--- src/rtl/sqrt_ctrl.sv ---
// Sequencing controller for a bit-serial restoring square-root datapath.
// Issues load/shift/check strobes; the datapath registers sample them on the falling edge.
module sqrt_ctrl #(
   parameter int unsigned ITER = 16,
   parameter int unsigned CW   = 5
) (
   input  logic          clk,
   input  logic          reset,
   input  logic          init,
   input  logic          ge,
   output logic          ld,
   output logic          sh_a,
   output logic          sh_q,
   output logic          in_bit,
   output logic          wr_r,
   output logic          busy,
   output logic          done,
   output logic [CW-1:0] iter_cnt
);

   localparam logic [CW-1:0] CNT_INIT = CW'(ITER);
   localparam logic [CW-1:0] CNT_ONE  = CW'(1);

   typedef enum logic [2:0] {
      S_IDLE  = 3'd0,
      S_LOAD  = 3'd1,
      S_SHIFT = 3'd2,
      S_CHECK = 3'd3,
      S_DONE  = 3'd4
   } state_t;

   state_t          r_state;
   state_t          w_state_next;
   logic [CW-1:0]   r_cnt;
   logic [CW-1:0]   w_cnt_next;
   logic            r_ld;
   logic            r_sh_a;
   logic            r_sh_q;
   logic            r_busy;
   logic            r_done;

   // Next-state and iteration counter update
   always_comb begin
      w_state_next = r_state;
      w_cnt_next   = r_cnt;
      case (r_state)
         S_IDLE: begin
            if (init) w_state_next = S_LOAD;
         end
         S_LOAD: begin
            w_cnt_next   = CNT_INIT;
            w_state_next = S_SHIFT;
         end
         S_SHIFT: begin
            w_state_next = S_CHECK;
         end
         S_CHECK: begin
            w_cnt_next   = r_cnt - CNT_ONE;
            w_state_next = (r_cnt == CNT_ONE) ? S_DONE : S_SHIFT;
         end
         S_DONE: begin
            if (!init) w_state_next = S_IDLE;
         end
         default: begin
            w_state_next = S_IDLE;
         end
      endcase
   end

   // State, counter and strobes registered from the next state so they settle right after the rising edge
   always_ff @(posedge clk) begin
      if (!reset) begin
         r_state <= S_IDLE;
         r_cnt   <= '0;
         r_ld    <= 1'b0;
         r_sh_a  <= 1'b0;
         r_sh_q  <= 1'b0;
         r_busy  <= 1'b0;
         r_done  <= 1'b0;
      end else begin
         r_state <= w_state_next;
         r_cnt   <= w_cnt_next;
         r_ld    <= (w_state_next == S_LOAD);
         r_sh_a  <= (w_state_next == S_SHIFT);
         r_sh_q  <= (w_state_next == S_CHECK);
         r_busy  <= (w_state_next == S_LOAD) || (w_state_next == S_SHIFT) ||
                    (w_state_next == S_CHECK);
         r_done  <= (w_state_next == S_DONE);
      end
   end

   // ge only matters during CHECK, where it picks the result bit and remainder update
   assign in_bit   = r_sh_q & ge;
   assign wr_r     = r_sh_q & ge;
   assign ld       = r_ld;
   assign sh_a     = r_sh_a;
   assign sh_q     = r_sh_q;
   assign busy     = r_busy;
   assign done     = r_done;
   assign iter_cnt = r_cnt;

endmodule

--- config.mk ---
export PLATFORM = sky130hd
export DESIGN_NAME = sqrt_ctrl
export DESIGN_NICKNAME = d
export VERILOG_FILES = /design/src/rtl/sqrt_ctrl.sv
export SDC_FILE = /design/constraint.sdc
export NUM_CORES = 1
export LEC_CHECK = 0
export CORE_MARGIN = 1.5
export CORE_UTILIZATION = 40
export DETAILED_ROUTE_END_ITERATION = 10
export GPL_TIMING_DRIVEN = 0
export PLACE_DENSITY = 0.74
export SLEW_MARGIN = 5
export SYNTH_ARGS = -nofsm -noshare
export SYNTH_HDL_FRONTEND = slang
export SYNTH_SLANG_ARGS = --single-unit
--- constraint.sdc ---
create_clock -name clk -period 1.6 [get_ports clk]
set_input_delay 0.16 -clock clk [delete_from_list [all_inputs] [get_ports clk]]
set_output_delay 0.16 -clock clk [all_outputs]
set_load 0.02 [all_outputs]
==> results summary <==
The flow ran to the end, and the final reports show no timing, DRC or antenna violations. The residual antenna-violating net count after detailed routing came out at 0. The met1 routed wirelength after detailed routing came out at 537 microns. The clock-pin slew of the registers on the worst-case setup and hold paths came out at 80 ps. The number of antenna violations at the first check in global routing was 0. After legalization and detailed placement, the total HPWL measured 796 microns. The path with the worst hold slack has its endpoint at iter_cnt[1]$_SDFFE_PN0P_. TritonCTS created 3 clock buffers. The worst hold-check slack came out at 503 ps. The tool flagged a number of max-cap violations equal to 0. The per-cell via count in the routed design came out at 5.32. TritonCTS built the clock tree. The slew at the pin closest to its max-slew limit came out at 388 ps. The largest total area in the synthesized netlist belongs to dfxtp_1. The delay contributed by the slowest stage of the critical path came out at 640 ps. The maximum net fanout on the critical path came out at 7.

Entering global routing, the biggest net connects 11 pins. The number of global-route vias before repair is 366. Setup repair after global routing left no endpoint under its margin.

Port buffering added 15 buffers. The average cell area after synthesis came out at 9.49 sq um. The final-stage net count came out at 84. The layout overhead on the synthesized area is 35.9%. The headroom to the max-slew limit is 0.739. The post-synthesis register bit count came out at 13. The distinct cell type count of the synthesized netlist is 25. In the post-synthesis netlist, the biggest area contributors are dfxtp_1, nor3_1, nand4b_1. In this run the most critical hold path is launched from iter_cnt[1]$_SDFFE_PN0P_. The slowest stage of the critical path is the clkdlybuf4s50_1 cell. The number of buffer and inverter instances along the worst setup path is 1. The startpoint identified for the worst register-to-register timing path is iter_cnt[0]$_SDFFE_PN0P_. Traced cell by cell, the critical path runs through clkdlybuf4s50_1. The cell count of the worst reg-to-reg path is 5. The number of hold violations in the final report is 0. The power density over the cells came out at 884 mW/mm^2. The count of endpoints failing setup in the final report is 0.

The post-detailed-route DRC marker count came out at 0. The share of post-route cells with drive strength above 1 came out at 0.0649. The combined area of all synthesized cells is 551 sq um. Dividing the final minimum period by the clock period gives 0.947.

The slack of the worst reg-to-reg path came out at 300 ps. The routed design uses 46 microns of met3 wire. On the final layout, the worst clock skew is 4.32 ps. The instance count after placement with tap cells included came out at 88.

The count of instances resized after the clock tree is built came out at 0. The number of levels the H-tree was split into came out at 1. STA puts the critical path data required time at 1440 ps.

The cell count after synthesis is 58. The congestion estimate from routability-driven global placement came to 0.756. Counting instances, the worst hold path has a depth of 2. The wire length of the first global-routing pass is 1670 microns.

The starting density of the core is 0.428. The iteration count of the initial detailed-routing pass came out at 4. The dominant delay contributor by cell family on the critical path is buffers and inverters. The minimum period implied by the final worst setup slack came out at 1520 ps. In the detailed route, the total length drawn on met2 is 524 microns. The worst setup path is launched from a flip-flop. The die span in x is 40.1 microns.

The analysis attributes to net switching a power of 0.000171 W. The buffer levels on the longest clock path came out at 2. The worst setup path is captured at an output pin. The number of setup buffers added after CTS is 0.

The arrival time of data at the critical path endpoint came out at 1360 ps. After detailed routing, the average wire length per cell comes to 12.0 microns. The count of pins on the block boundary is 16.

The endpoint identified for the worst register-to-register timing path is iter_cnt[4]$_SDFFE_PN0P_. The root buffer cell is clkbuf_4. The highest attainable clock frequency came out at 0.660 GHz. The area enclosed by the die boundary is 0.00161 sq mm. The die is 40.1 microns tall. The clock insertion delay at the later pin of the skew report is 270 ps. The number of antenna repair diodes came out at 0.

For this block, the via count after detailed routing is 489. The finished layout holds 92 standard cells, fillers aside. The highest metal layer carrying signal wires in the routed design is met3.

The internal power of the cells totals 0.000490 W. The global routing usage summed across all routing layers came out at 0.162. The number of pins exceeding their max-slew limit in the final report came out at 0. After global routing the overflow that remains totals 0. The number of nets produced by synthesis is 64. After routing, the total negative slack on setup checks comes to 0 ps.

The area share of the leading cell type in the synthesized netlist came out at 0.473. Across the VDD grid, the largest voltage drop is 0.000614 V. The detailed router's first-iteration violation count is 19. The fraction of power consumed by the clock network came out at 0.300. The net switching share of the total power is 0.259. The path class of the tightest hold or removal check is reg2reg. After detailed routing, the total wire length is 1110 microns. The number of rows in the core area is 13. The floorplan step defined a core boundary enclosing 0.00128 sq mm.

The Yosys warning count came out at 0. The sequential area share after synthesis is 0.473. Summed over all cells, the static leakage comes to 0.292 nW.

The type of the worst setup path is reg2out. The number of buffers inserted by hold repair at cts is 0. Of the total power, combinational logic draws 0.163. The clock drives 13 sinks.

The share of total power in sequential cells came out at 0.537.
==> area by class of cell <==
class	count	area [sq um]
Timing Repair Buffer	15	153
Tap cell	15	18.8
Inverter	2	7.51
Multi-Input combinational cell	41	270
Clock buffer	4	26.3
Sequential cell	13	260
Buffer	2	12.5
Fill cell	121	537
==> placed cells by master, fill, tap and decap left out, drive strengths merged, types with 2 or more instances in the layout <==
cell type / instances
o21ai: 4
nor2: 3
buf: 2
nor3: 7
nand4b: 3
dfxtp: 13
a21boi: 3
nor3b: 3
nand2: 2
and3: 2
ha: 2
inv: 2
clkdlybuf4s50: 14
clkbuf: 4
==> registers in the layout (all words and copies together), names as in the netlist <==
| signal | count |
|---|---|
| sh_q | 1 |
| ld | 1 |
| busy | 1 |
| sh_a | 1 |
| done | 1 |
| r_state | 3 |
| iter_cnt | 5 |
==> synth_stat cells <==
cell       count
a21boi_0       3
a2bb2oi_1      1
and2_1         1
and2b_1        1
and3_1         2
and4_1         1
buf_2          1
buf_4          1
dfxtp_1       13
ha_1           2
inv_1          2
nand2_1        2
nand2b_1       1
nand3b_1       1
nand4_1        1
nand4b_1       3
nor2_1         3
nor2b_1        1
nor3_1         7
nor3b_1        3
o21a_1         1
o21ai_0        4
o31a_1         1
or2b_1         1
or3_1          1
==> worst max path at each step <==
stage / start / to / slack [ps] / depth (start not counted)
6_report: iter_cnt[3]$_SDFFE_PN0P_ / iter_cnt[3] / 80 / 1
3_3_place_gp: ge / wr_r / 20 / 4
2_1_floorplan: iter_cnt[0]$_SDFFE_PN0P_ / iter_cnt[4]$_SDFFE_PN0P_ / 260 / 5
4_1_cts: sh_q$_SDFF_PN0_ / wr_r / 10 / 3
5_1_grt: iter_cnt[3]$_SDFFE_PN0P_ / iter_cnt[3] / 10 / 1
3_5_place_dp: ge / wr_r / 20 / 4
==> worst reg2reg max path, delay by kind of cell, from the launching register on <==
| kind | cells | cell delay (ps) |
|---|---|---|
| DFF | 1 | 390 |
| and+or+nand+nor | 3 | 520 |
| buffers and inverters | 1 | 90 |
| adders and majority gates | 1 | 230 |
==> per-stage QoR <==
step | utilization | total power, W | worst slack (ps) | cell area (sq um)
after global placement | 0.560 | 0.000468 | 24.2 | 719
after global routing | 0.582 | 0.000701 | 10.9 | 748
after CTS | 0.580 | 0.000668 | 10.0 | 746
after floorplan | - | 0.000421 | 256 | 551
after detailed placement | 0.560 | 0.000470 | 22.3 | 719
final | 0.582 | 0.000661 | 84.0 | 748
==> logic make-up (layout without fill, tap and decap cells) <==
group | Yosys count | after routing | share of synthesized area
AO/OA/AOI/OAI | 10 | 10 | 0.123
buffers and inverters | 4 | 23 | 0.0364
adder cells (fa/ha/maj) | 2 | 2 | 0.0454
AND/OR/NAND/NOR | 29 | 29 | 0.323
flip-flops | 13 | 13 | 0.473
==> layer usage <==
metal | track usage | vias to the layer above
li1 | - | 247
met1 | 0.226 | 229
met2 | 0.222 | 13
met3 | 0.0667 | 0
met4 | 0.0517 | 0
met5 | 0 | -
==> power groups by stage <==
stage | Sequential [W] | Clock, W | Combinational, W
final | 0.000355 | 0.000198 | 0.000108
after global routing | 0.000358 | 0.000225 | 0.000118
after CTS | 0.000355 | 0.000205 | 0.000108
after detailed placement | 0.000362 | 0 | 0.000108
after global placement | 0.000361 | 0 | 0.000106
after floorplan | 0.000375 | 0 | 0.0000461
Power figures use the tool's default switching activity.
==> RTL edit (same settings) <==
Encoding of `state_t`: now one-hot (5 bits for 5 states).
--- a/src/rtl/sqrt_ctrl.sv
+++ b/src/rtl/sqrt_ctrl.sv
@@ -23,8 +23,8 @@
 
-   typedef enum logic [2:0] {
-      S_IDLE  = 3'd0,
-      S_LOAD  = 3'd1,
-      S_SHIFT = 3'd2,
-      S_CHECK = 3'd3,
-      S_DONE  = 3'd4
+   typedef enum logic [4:0] {
+      S_IDLE  = 5'b00001,
+      S_LOAD  = 5'b00010,
+      S_SHIFT = 5'b00100,
+      S_CHECK = 5'b01000,
+      S_DONE  = 5'b10000
    } state_t;
Check against the original RTL: same outputs for any inputs over 10 cycles, from zero or initial values and one cycle with reset low; not proved beyond that.
==> RTL edit against the original RTL <==
- wire length increased by 19%
- synthesized cell count increased by 24%
- final area increased by 22%
- sequential cell count increased by 2
- setup slack got worse by 0.033 ns
- highest routed layer is now met4
- sequential share of layout area decreased by 1.8 points
- area after synthesis increased by 29%
- total power increased by 7.0%
- clock skew decreased by 0.0038 ns
- non-clock buffer count increased by 2
- critical path type unchanged
- count of clock-buffer cells in the layout unchanged
==> RTL edit: results (changes against the original RTL) <==
status: "finished clean"
synth.top_cells.by_count: "sky130_fd_sc_hd__dfxtp_1, sky130_fd_sc_hd__nand2_1, sky130_fd_sc_hd__o21ai_0, sky130_fd_sc_hd__xor2_1"
dr.first_iter.drc_count: 14  # -5
route.detailed.vias_per_inst: 5.398  # +1.6%
routed-via-count: 583  # +19%
clkPwrFrac: 0.305  # +0.005
synth_cell_types: 31  # +24%
critPathArrivalTime_ns: 1.39  # +0.03 ns
intPower_mw: 0.5263  # +7.4%
finalClockSkew_ns: 0.0005138  # -0.003803 ns
first_global_vias: 481  # +31%
grt.total_usage: 0.1367  # -0.02489
synth_fp_nets: 78  # +22%
num-nets-final: 98  # +17%
yosysMostFrequentCell: "sky130_fd_sc_hd__dfxtp_1"
sequentialPowerShare: 0.556  # +0.019
dpl-instance-area_sq_um: 883.3  # +23%
clk-power_mw: 0.215  # +9%
worst_vdd_rail_ir_drop_uv: 366.7  # -40%
yosys-top-cells-area: "sky130_fd_sc_hd__dfxtp_1, sky130_fd_sc_hd__xor2_1, sky130_fd_sc_hd__ha_1"
synth_compound_gate_area_share: 0.07733  # -0.04540
worst-path-max-fanout: 5  # -2
place_ws_ns: 0.01407  # -0.008202 ns
static-leakage-power_nw: 0.3700  # +27%
final_layout_size_suffix_gt1_frac: 0.1758  # +0.1109
final_weighted_congestion_in_routability_driven_placement: 0.8012  # +6.0%
post_synth_xor_area_fraction: 0.07381  # +0.07381
fillerInstances: 146  # +21%
max_slew.worst_pin.slew_ns: 0.2793  # -0.1089 ns
grt_pass1_wl_mm: 2.021  # +21%
syn-mean-instance-area_sq_um: 9.888  # +4.2%
wirelength_mm: 1.318  # +19%
r2r_slack_ns: 0.14  # -0.16 ns
worstRegToRegCells: 4  # -1
RTL edit: cell count changes after synthesis, sizes merged, moves of 3 or more:
cell    change
a21boi      -3
nand2       +5
nand4b      -3
nor3        -4
nor3b       -3
nor4        +4
nor4b       +3
xor2        +4
RTL edit: cells by family (layout without fill, tap and decap cells):
kind of cell             Yosys count  in the layout
AO/OA/AOI/OAI                     10             10
buffers and inverters              7             26
AND/OR/NAND/NOR                   32             32
flip-flops                        15             15
XOR/XNOR                           6              6
adder cells (fa/ha/maj)            2              2
RTL edit: worst min-delay path by stage:
stage / startpoint / end / slack [ns] / cells after the start
floorplan: reset / r_state[0] / 0.23 / 1
global placement: iter_cnt[1] / iter_cnt[1] / 0.49 / 2
detailed placement: iter_cnt[1] / iter_cnt[1] / 0.50 / 2
CTS: init / ld / 0.53 / 3
global route: init / r_state[1] / 0.55 / 3
finish: iter_cnt[0] / iter_cnt[0] / 0.54 / 2
RTL edit: worst register-to-register path: stages (launching register included):
cell and delay [ns]:
sky130_fd_sc_hd__dfxtp_1 0.42, sky130_fd_sc_hd__ha_1 0.18, sky130_fd_sc_hd__nor4b_4 0.24, sky130_fd_sc_hd__o22ai_1 0.16, sky130_fd_sc_hd__or3_1 0.35
RTL edit: routing by layer:
metal / track usage / share of wire / vias to the layer above
met2: 0.2200 / 0.49 / 21
met1: 0.1638 / 0.45 / 262
li1: - / - / 298
met3: 0.03600 / 0.055 / 2
met4: 0.07647 / 0.0030 / 0
met5: 0 / 0 / -
RTL edit: cell type report:
| type | instances | share of cell area |
|---|---|---|
| multi-input combinational | 50 | 0.4093 |
| buffer | 4 | 0.03022 |
| sequential | 15 | 0.3297 |
| tap | 17 | 0.02335 |
| clock buffer | 4 | 0.02885 |
| timing repair buffer | 15 | 0.1662 |
| inverter | 3 | 0.01236 |
